==> config.mk <==
export PLATFORM = sky130hd
export DESIGN_NAME = display_capture
export DESIGN_NICKNAME = d
export VERILOG_FILES = /design/src/rtl/display_capture.sv
export SDC_FILE = /design/constraint.sdc
export NUM_CORES = 1
export LEC_CHECK = 0
export CAP_MARGIN = 10
export CORE_MARGIN = 1
export CORE_UTILIZATION = 50
export DETAILED_ROUTE_END_ITERATION = 7
export HOLD_SLACK_MARGIN = 0.12
export PLACE_DENSITY = 0.73
export SYNTH_ARGS = -nofsm -noshare
export SYNTH_HDL_FRONTEND = slang
export SYNTH_SLANG_ARGS = --single-unit
==> constraint.sdc <==
create_clock -name clk -period 3 [get_ports clk]
set_input_delay 0.9 -clock clk [delete_from_list [all_inputs] [get_ports clk]]
set_output_delay 0.9 -clock clk [all_outputs]
set_load 0.01 [all_outputs]
==> src/rtl/display_capture.sv <==
// Receive-side monitor for a multiplexed 7-segment display. It samples the segment bus and the
// four digit strobes, decodes each settled digit back to a hex nibble, and assembles complete
// four-digit frames.
//
// Ports:
//   clk, reset         system clock; asynchronous active-low reset (released synchronously)
//   dispdig[7:0]       segments [0]=a..[6]=g, [7]=decimal point
//   D1..D4             digit strobes, D1 is the most significant nibble
//   value[15:0]        last complete frame, {D1,D2,D3,D4} nibbles
//   dp[3:0], blank[3:0] per-digit decimal point / dark flags, same order as value
//   frame_valid        one-cycle pulse when value/dp/blank load
//   changed            one-cycle pulse with frame_valid when the frame differs from the last one
//   seg_err            one-cycle pulse: a settled pattern is not a legal digit
//   sel_err            one-cycle pulse: more than one strobe became active
//   stale              level: no digit captured for TIMEOUT cycles
module display_capture #(
    parameter int unsigned SETTLE         = 4,
    parameter int unsigned TIMEOUT        = 4096,
    parameter bit          SEG_ACTIVE_LOW = 1'b0,
    parameter bit          DIG_ACTIVE_LOW = 1'b0
) (
    input  logic        clk,
    input  logic        reset,
    input  logic [7:0]  dispdig,
    input  logic        D1,
    input  logic        D2,
    input  logic        D3,
    input  logic        D4,
    output logic [15:0] value,
    output logic [3:0]  dp,
    output logic [3:0]  blank,
    output logic        frame_valid,
    output logic        changed,
    output logic        seg_err,
    output logic        sel_err,
    output logic        stale
);
    localparam int unsigned CW = $clog2(SETTLE + 1);
    localparam int unsigned TW = $clog2(TIMEOUT + 1);

    typedef enum logic [1:0] {StIdle, StSettle, StHold} state_e;

    // Reset: asserts asynchronously, releases on a clock edge.
    logic [1:0] rst_sync;
    logic       rst_n;

    always_ff @(posedge clk or negedge reset) begin
        if (!reset) rst_sync <= 2'b00;
        else        rst_sync <= {rst_sync[0], 1'b1};
    end
    assign rst_n = rst_sync[1];

    // Two-flop input synchronizers, cleared to the inactive (dark / unstrobed) level.
    logic [7:0] seg_m, seg_s;
    logic [3:0] str_m, str_s;

    always_ff @(posedge clk or negedge rst_n) begin
        if (!rst_n) begin
            seg_m <= {8{SEG_ACTIVE_LOW}};
            seg_s <= {8{SEG_ACTIVE_LOW}};
            str_m <= {4{DIG_ACTIVE_LOW}};
            str_s <= {4{DIG_ACTIVE_LOW}};
        end else begin
            seg_m <= dispdig;
            seg_s <= seg_m;
            str_m <= {D1, D2, D3, D4};
            str_s <= str_m;
        end
    end

    // Normalised: 1 = lit / strobed. Strobe bit 3 is D1, matching the nibble order of value.
    logic [7:0] seg;
    logic [3:0] str;
    assign seg = SEG_ACTIVE_LOW ? ~seg_s : seg_s;
    assign str = DIG_ACTIVE_LOW ? ~str_s : str_s;

    logic       str_one, str_many;
    logic [1:0] str_idx;
    assign str_one  = (str != 4'b0000) && ((str & (str - 4'd1)) == 4'b0000);
    assign str_many = (str != 4'b0000) && !str_one;

    always_comb begin
        str_idx = 2'd0;
        for (int i = 0; i < 4; i++) begin
            if (str[i]) str_idx = 2'(i);
        end
    end

    // {legal, nibble}; an all-dark digit decodes as a legal 0.
    function automatic logic [4:0] seg_decode(input logic [6:0] s);
        logic [4:0] r;
        case (s)
            7'h3F:   r = {1'b1, 4'h0};
            7'h06:   r = {1'b1, 4'h1};
            7'h5B:   r = {1'b1, 4'h2};
            7'h4F:   r = {1'b1, 4'h3};
            7'h66:   r = {1'b1, 4'h4};
            7'h6D:   r = {1'b1, 4'h5};
            7'h7D:   r = {1'b1, 4'h6};
            7'h07:   r = {1'b1, 4'h7};
            7'h7F:   r = {1'b1, 4'h8};
            7'h6F:   r = {1'b1, 4'h9};
            7'h77:   r = {1'b1, 4'hA};
            7'h7C:   r = {1'b1, 4'hB};
            7'h39:   r = {1'b1, 4'hC};
            7'h5E:   r = {1'b1, 4'hD};
            7'h79:   r = {1'b1, 4'hE};
            7'h71:   r = {1'b1, 4'hF};
            7'h00:   r = {1'b1, 4'h0};
            default: r = 5'b0_0000;
        endcase
        return r;
    endfunction

    logic [4:0] dec;
    assign dec = seg_decode(seg[6:0]);

    // Capture FSM
    state_e        state_q, state_d;
    logic [CW-1:0] cnt_q, cnt_d;
    logic [1:0]    idx_q, idx_d;
    logic [7:0]    ref_q, ref_d;
    logic [3:0]    cur_sel;
    logic          eval, capture, multi;

    assign cur_sel = 4'b0001 << idx_q;

    always_comb begin
        state_d = state_q;
        cnt_d   = cnt_q;
        idx_d   = idx_q;
        ref_d   = ref_q;
        eval    = 1'b0;
        capture = 1'b0;
        multi   = 1'b0;
        unique case (state_q)
            StIdle: eval = 1'b1;
            StSettle: begin
                if (str != cur_sel || seg != ref_q) begin
                    eval = 1'b1;
                end else if (cnt_q == CW'(SETTLE)) begin
                    capture = 1'b1;
                    state_d = StHold;
                end else begin
                    cnt_d = cnt_q + CW'(1);
                end
            end
            StHold: if (str != cur_sel) eval = 1'b1;
            default: state_d = StIdle;
        endcase
        // Idle evaluation, also used the same cycle when SETTLE restarts or HOLD is left.
        if (eval) begin
            state_d = StIdle;
            multi   = str_many;
            if (str_one) begin
                state_d = StSettle;
                cnt_d   = CW'(1);
                idx_d   = str_idx;
                ref_d   = seg;
            end
        end
    end

    always_ff @(posedge clk or negedge rst_n) begin
        if (!rst_n) begin
            state_q <= StIdle;
            cnt_q   <= '0;
            idx_q   <= 2'd0;
            ref_q   <= 8'h00;
        end else begin
            state_q <= state_d;
            cnt_q   <= cnt_d;
            idx_q   <= idx_d;
            ref_q   <= ref_d;
        end
    end

    // Frame assembly
    logic          good, frame_go, multi_q, first_q;
    logic [15:0]   slot_val;
    logic [3:0]    slot_dp, slot_blank, seen_q, seen_d;
    logic [TW-1:0] tcnt_q;

    assign good     = capture && dec[4];
    assign frame_go = (seen_q == 4'hF);
    assign stale    = (tcnt_q == TW'(TIMEOUT));

    // A capture landing on the completion cycle belongs to the next frame.
    always_comb begin
        seen_d = frame_go ? 4'h0 : seen_q;
        if (good) seen_d[idx_q] = 1'b1;
    end

    always_ff @(posedge clk or negedge rst_n) begin
        if (!rst_n) begin
            slot_val    <= '0;
            slot_dp     <= '0;
            slot_blank  <= '0;
            seen_q      <= '0;
            first_q     <= 1'b0;
            multi_q     <= 1'b0;
            value       <= '0;
            dp          <= '0;
            blank       <= '0;
            frame_valid <= 1'b0;
            changed     <= 1'b0;
            seg_err     <= 1'b0;
            sel_err     <= 1'b0;
            tcnt_q      <= '0;
        end else begin
            frame_valid <= frame_go;
            changed     <= frame_go && (!first_q || slot_val != value || slot_dp != dp ||
                                        slot_blank != blank);
            seg_err     <= capture && !dec[4];
            // One pulse per multi-strobe episode rather than one per cycle.
            sel_err     <= multi && !multi_q;
            multi_q     <= multi;
            seen_q      <= seen_d;
            if (frame_go) begin
                value   <= slot_val;
                dp      <= slot_dp;
                blank   <= slot_blank;
                first_q <= 1'b1;
            end
            if (good) begin
                slot_val[{idx_q, 2'b00} +: 4] <= dec[3:0];
                slot_dp[idx_q]                <= seg[7];
                slot_blank[idx_q]             <= (seg[6:0] == 7'h00);
                tcnt_q                        <= '0;
            end else if (!stale) begin
                tcnt_q <= tcnt_q + TW'(1);
            end
        end
    end
endmodule

==> impl_results.html <==
<table>
<tr><th>Metric</th><th>Value</th></tr>
<tr><th colspan="2">Timing</th></tr>
<tr><td>Top achievable clock speed</td><td>351 MHz</td></tr>
<tr><td>Post-route fraction of the period consumed by the critical path</td><td>0.951</td></tr>
<tr><td>Final setup violating endpoints</td><td>0</td></tr>
<tr><td>Count of endpoints failing hold in the final timing report</td><td>0</td></tr>
<tr><td>Setup repair after global routing missed its margin</td><td>false</td></tr>
<tr><td>Maximum clock skew at final layout</td><td>0.0129 ns</td></tr>
<tr><td>Post-layout min period</td><td>2.85 ns</td></tr>
<tr><td>Max-slew violations</td><td>0</td></tr>
<tr><td>Max-slew headroom at the worst pin</td><td>0.452</td></tr>
<tr><td>Tightest Pin Transition</td><td>0.817 ns</td></tr>
<tr><td>Setup Total Neg Slack</td><td>0 ns</td></tr>
<tr><th colspan="2">Synth</th></tr>
<tr><td>Main combinational cell family by area after synthesis</td><td>simple AND/OR/NAND/NOR gates</td></tr>
<tr><td>Mapped Area</td><td>5130 um^2</td></tr>
<tr><td>Post-synthesis share of cell area spent on and, or, nand and nor gates</td><td>0.204</td></tr>
<tr><td>Number of standard cells after synthesis</td><td>474</td></tr>
<tr><td>Share of the synthesized area in compound gates (AO/OA/AOI/OAI)</td><td>0.0638</td></tr>
<tr><td>Xor and xnor area share after synthesis</td><td>0.0853</td></tr>
<tr><td>Count of state elements after synthesis</td><td>112</td></tr>
<tr><td>Net count after synthesis</td><td>500</td></tr>
<tr><td>Sequential fraction of the synthesis area</td><td>0.546</td></tr>
<tr><td>EDFF count, synth</td><td>0</td></tr>
<tr><td>Proportion of register bits with asynchronous set or reset after synthesis</td><td>1.00</td></tr>
<tr><td>Count of different cell masters after synthesis</td><td>53</td></tr>
<tr><td>Portion of netlist area occupied by mux cells</td><td>0.0412</td></tr>
<tr><td>Post-synthesis average cell area</td><td>10.8 um^2</td></tr>
<tr><td>Top flip-flop cell by instance count after synthesis</td><td>sky130_fd_sc_hd__dfrtp_1</td></tr>
<tr><td>Synth warn</td><td>0</td></tr>
<tr><td>Post-synthesis share of cell area spent on full adders, half adders and majority gates</td><td>0.0312</td></tr>
<tr><th colspan="2">Pwr</th></tr>
<tr><td>Share of total power in sequential cells</td><td>0.611</td></tr>
<tr><td>Part of the power in combinational logic</td><td>0.085</td></tr>
<tr><td>Power per standard cell area</td><td>451 nW/um^2</td></tr>
<tr><td>NetSw</td><td>664 uW</td></tr>
<tr><td>Int Pwr</td><td>1990 uW</td></tr>
<tr><td>Power consumption</td><td>2650 uW</td></tr>
<tr><td>Highest ir drop seen on vdd</td><td>296 uV</td></tr>
<tr><td>Sw Ratio</td><td>0.250</td></tr>
<tr><td>Leakage power total</td><td>0.00265 uW</td></tr>
<tr><td>Part of the total power dissipated in the clock network</td><td>0.304</td></tr>
<tr><th colspan="2">Worst setup path</th></tr>
<tr><td>Maximum cell stage delay along the critical path</td><td>0.53 ns</td></tr>
<tr><td>CP required</td><td>2.10 ns</td></tr>
<tr><td>Cell-by-cell listing of the critical path</td><td>inv_1 &gt; ha_1 &gt; nor4b_2 &gt; nand3_1 &gt; inv_1 &gt; clkdlybuf4s50_1</td></tr>
<tr><td>Buffering stage count on the worst path with inverters included</td><td>3</td></tr>
<tr><td>Path type of the worst setup path</td><td>reg2out</td></tr>
<tr><td>Most repeated library cell on the critical path</td><td>sky130_fd_sc_hd__inv_1</td></tr>
<tr><td>Crit-path leading delay family</td><td>buffers and inverters</td></tr>
<tr><td>Kind of start point of the critical path</td><td>register</td></tr>
<tr><td>Arrival @ worst endpoint</td><td>1.95 ns</td></tr>
<tr><td>Max Fanout on Critical Path</td><td>3</td></tr>
<tr><td>Slowest-stage cell, CP</td><td>sky130_fd_sc_hd__clkdlybuf4s50_1</td></tr>
<tr><td>Capturing element type of the critical path</td><td>output port</td></tr>
<tr><th colspan="2">Place</th></tr>
<tr><td>Placed cell count</td><td>637</td></tr>
<tr><td>Post-detailed-placement half-perimeter wirelength</td><td>6980 um</td></tr>
<tr><td>Final weighted congestion in routability-driven placement</td><td>0.823</td></tr>
<tr><td>Count of buffers inserted at the top-level ports</td><td>42</td></tr>
<tr><th colspan="2">Floorplan</th></tr>
<tr><td>Width of the chip</td><td>103 um</td></tr>
<tr><td>Die Span Y</td><td>103 um</td></tr>
<tr><td>I/O pins</td><td>43</td></tr>
<tr><td>Effective utilization at floorplan</td><td>0.521</td></tr>
<tr><td>Area enclosed by the die boundary</td><td>10,700 um^2</td></tr>
<tr><td>Site row count</td><td>36</td></tr>
<tr><td>Core Footprint</td><td>9860 um^2</td></tr>
<tr><th colspan="2">GRT</th></tr>
<tr><td>Global-route wire length before repair</td><td>16,400 um</td></tr>
<tr><td>Via count of the first global-routing pass</td><td>3,355</td></tr>
<tr><td>Pin count of the biggest net entering global routing</td><td>59</td></tr>
<tr><td>Global-route congestion overflow total</td><td>0</td></tr>
<tr><td>Number of antenna violations at the first check in global routing</td><td>0</td></tr>
<tr><td>Overall track demand over capacity in global routing</td><td>0.206</td></tr>
<tr><th colspan="2">Finish</th></tr>
<tr><td>Commonest cells after routing, fill and taps aside</td><td>sky130_fd_sc_hd__dfrtp_1, sky130_fd_sc_hd__nand2_1, sky130_fd_sc_hd__clkdlybuf4s50_1</td></tr>
<tr><td>Number of antenna cells inserted</td><td>0</td></tr>
<tr><td>P&amp;R area growth vs syn</td><td>14.6%</td></tr>
<tr><td>Most common library cell in the layout ignoring fill and taps</td><td>sky130_fd_sc_hd__dfrtp_1</td></tr>
<tr><td>Net total in the final layout</td><td>545</td></tr>
<tr><td>Final instance count without filler cells</td><td>657</td></tr>
<tr><td>Share of post-route cells with drive strength above 1</td><td>0.0859</td></tr>
<tr><th colspan="2">Route</th></tr>
<tr><td>Average detailed-routed wire length per instance</td><td>14.9 um</td></tr>
<tr><td>Total number of vias</td><td>3,535</td></tr>
<tr><td>Number of optimization iterations in the first detailed-route pass</td><td>4</td></tr>
<tr><td>Total routed wirelength</td><td>9810 um</td></tr>
<tr><td>Mean number of vias per cell</td><td>5.38</td></tr>
<tr><td>Routed Antenna Nets</td><td>0</td></tr>
<tr><td>Number of DRC markers in iteration 0</td><td>113</td></tr>
<tr><td>DRC Markers</td><td>0</td></tr>
<tr><th colspan="2">Clock tree</th></tr>
<tr><td>Number of buffers inserted during clock tree synthesis</td><td>9</td></tr>
<tr><td>CTS hold repair buffers</td><td>0</td></tr>
<tr><td>CTS tree</td><td>done</td></tr>
<tr><td>Clock-pin slew reported for the worst setup and hold paths after clock tree synthesis</td><td>0.09 ns</td></tr>
<tr><td>Bufs on Longest Clock Path</td><td>2</td></tr>
<tr><td>Clock insertion delay at the later pin of the skew report</td><td>0.38 ns</td></tr>
<tr><td>Depth of the CTS H-tree</td><td>3</td></tr>
<tr><td>Clock Sink Count</td><td>112</td></tr>
<tr><td>CTS Root Cell</td><td>sky130_fd_sc_hd__clkbuf_8</td></tr>
<tr><th colspan="2">Hold path</th></tr>
<tr><td>Hold WC Path Type</td><td>reg2reg</td></tr>
<tr><th colspan="2">Job</th></tr>
<tr><td>Count of maximum capacitance violations</td><td>0</td></tr>
<tr><th colspan="2">Status</th></tr>
<tr><td>Status</td><td>finished, final reports clean</td></tr>
</table>
## per-layer routing
layer / routed length [um] / vias to the layer above / track usage
li1: - / 1709 / -
met1: 4350 / 1752 / 0.267
met2: 4980 / 59 / 0.343
met5: 0 / - / 0
met3: 310 / 15 / 0.0370
met4: 168 / 0 / 0.0845
## per-stage QoR
step / hold WS, ns / area [um^2] / setup slack (ns) / util
after floorplan: 0.331 / 5140 / 0.572 / -
after global placement: 0.331 / 5680 / 0.377 / 0.576
after detailed placement: 0.336 / 5680 / 0.231 / 0.576
after CTS: 0.358 / 5850 / 0.0777 / 0.593
after global routing: 0.364 / 5880 / 0.00171 / 0.596
final: 0.354 / 5880 / 0.148 / 0.596
## sequential cells by signal, indices dropped and copies added (netlist names)
name	cells
seg	8
dp	4
frame_valid	1
rst_sync	2
slot_val	16
cnt_q	3
idx_q	2
str_m	4
changed	1
seg_err	1
sel_err	1
blank	4
str	4
seg_m	8
tcnt_q	13
ref_q	8
first_q	1
value	16
slot_blank	4
state_q	2
slot_dp	4
seen_q	4
multi_q	1
## cell families after synthesis
logic type / count (synthesis)
simple gates: 202
other cells: 1
fa+ha+maj: 13
buf+inv: 30
flops: 112
mux: 19
compound gates: 47
xor+xnor: 50
## power by group through the flow
stage	Clock, uW	Sequential (uW)	Combinational, uW
floorplan	0	1640	172
global placement	0	1650	220
detailed placement	0	1650	226
CTS	834	1620	227
global route	899	1630	250
finish	808	1620	225
## area by class of cell
| cell class | instances | area (um^2) |
|---|---|---|
| clock buffers | 14 | 153 |
| clock inverters | 2 | 16.3 |
| fillers | 783 | 3980 |
| inverters | 10 | 37.5 |
| multi-input cells | 332 | 2190 |
| flip-flops and latches | 112 | 2810 |
| well taps | 133 | 166 |
| repair buffers | 54 | 510 |
## path summary, 6_finish.rpt
path / slack [ns] / cells past startpoint / to / startpoint
max: 0.15 / 6 / stale / tcnt_q[1]$_DFFE_PN0P_
min: 0.35 / 0 / seg[6]$_DFF_PN0_ / seg_m[6]$_DFF_PN0_
max reg2reg: 0.22 / 8 / tcnt_q[5]$_DFFE_PN0P_ / idx_q[0]$_DFFE_PN0P_
min reg2reg: 0.35 / 0 / seg[6]$_DFF_PN0_ / seg_m[6]$_DFF_PN0_
max in group asynchronous: 1.82 / 1 / slot_val[6]$_DFFE_PN0P_ / rst_sync[1]$_DFF_PN0_
min in group asynchronous: 0.40 / 0 / seg_err$_DFF_PN0_ / rst_sync[1]$_DFF_PN0_
## Yosys cell counts (2+ instances only)
cell | count | share of area
sky130_fd_sc_hd__inv_1 | 9 | 0.0066
sky130_fd_sc_hd__nor3b_1 | 5 | 0.0073
sky130_fd_sc_hd__nand4b_1 | 2 | 0.0034
sky130_fd_sc_hd__buf_4 | 3 | 0.0044
sky130_fd_sc_hd__a21oi_1 | 10 | 0.0097
sky130_fd_sc_hd__nand3_2 | 4 | 0.0078
sky130_fd_sc_hd__nor4_1 | 5 | 0.0061
sky130_fd_sc_hd__nor4b_1 | 4 | 0.0068
sky130_fd_sc_hd__o21ai_0 | 11 | 0.011
sky130_fd_sc_hd__buf_6 | 2 | 0.0044
sky130_fd_sc_hd__and3_1 | 5 | 0.0061
sky130_fd_sc_hd__nor4_2 | 2 | 0.0049
sky130_fd_sc_hd__dfrtp_1 | 112 | 0.55
sky130_fd_sc_hd__mux2_2 | 3 | 0.0066
sky130_fd_sc_hd__buf_2 | 4 | 0.0039
sky130_fd_sc_hd__xnor2_1 | 31 | 0.053
sky130_fd_sc_hd__nor2_1 | 27 | 0.020
sky130_fd_sc_hd__nor3_1 | 6 | 0.0058
sky130_fd_sc_hd__nand2_1 | 96 | 0.070
sky130_fd_sc_hd__clkbuf_1 | 10 | 0.0073
sky130_fd_sc_hd__and2_1 | 2 | 0.0024
sky130_fd_sc_hd__mux2_1 | 14 | 0.031
sky130_fd_sc_hd__nand4_1 | 10 | 0.012
sky130_fd_sc_hd__o2bb2ai_1 | 16 | 0.027
sky130_fd_sc_hd__a211oi_1 | 2 | 0.0029
sky130_fd_sc_hd__mux2i_1 | 2 | 0.0039
sky130_fd_sc_hd__or2_2 | 2 | 0.0024
sky130_fd_sc_hd__nand3_1 | 19 | 0.019
sky130_fd_sc_hd__ha_1 | 12 | 0.029
sky130_fd_sc_hd__xor2_1 | 19 | 0.032
sky130_fd_sc_hd__nand4_2 | 2 | 0.0049
sky130_fd_sc_hd__o22ai_1 | 2 | 0.0024
## what timing repair did
action	CTS	global route
endpoints found under the hold margin	0	0
setup buffers	1	3
resized for setup	0	1
endpoints found under the setup margin	1	1
(Power assumes the default switching activity.)
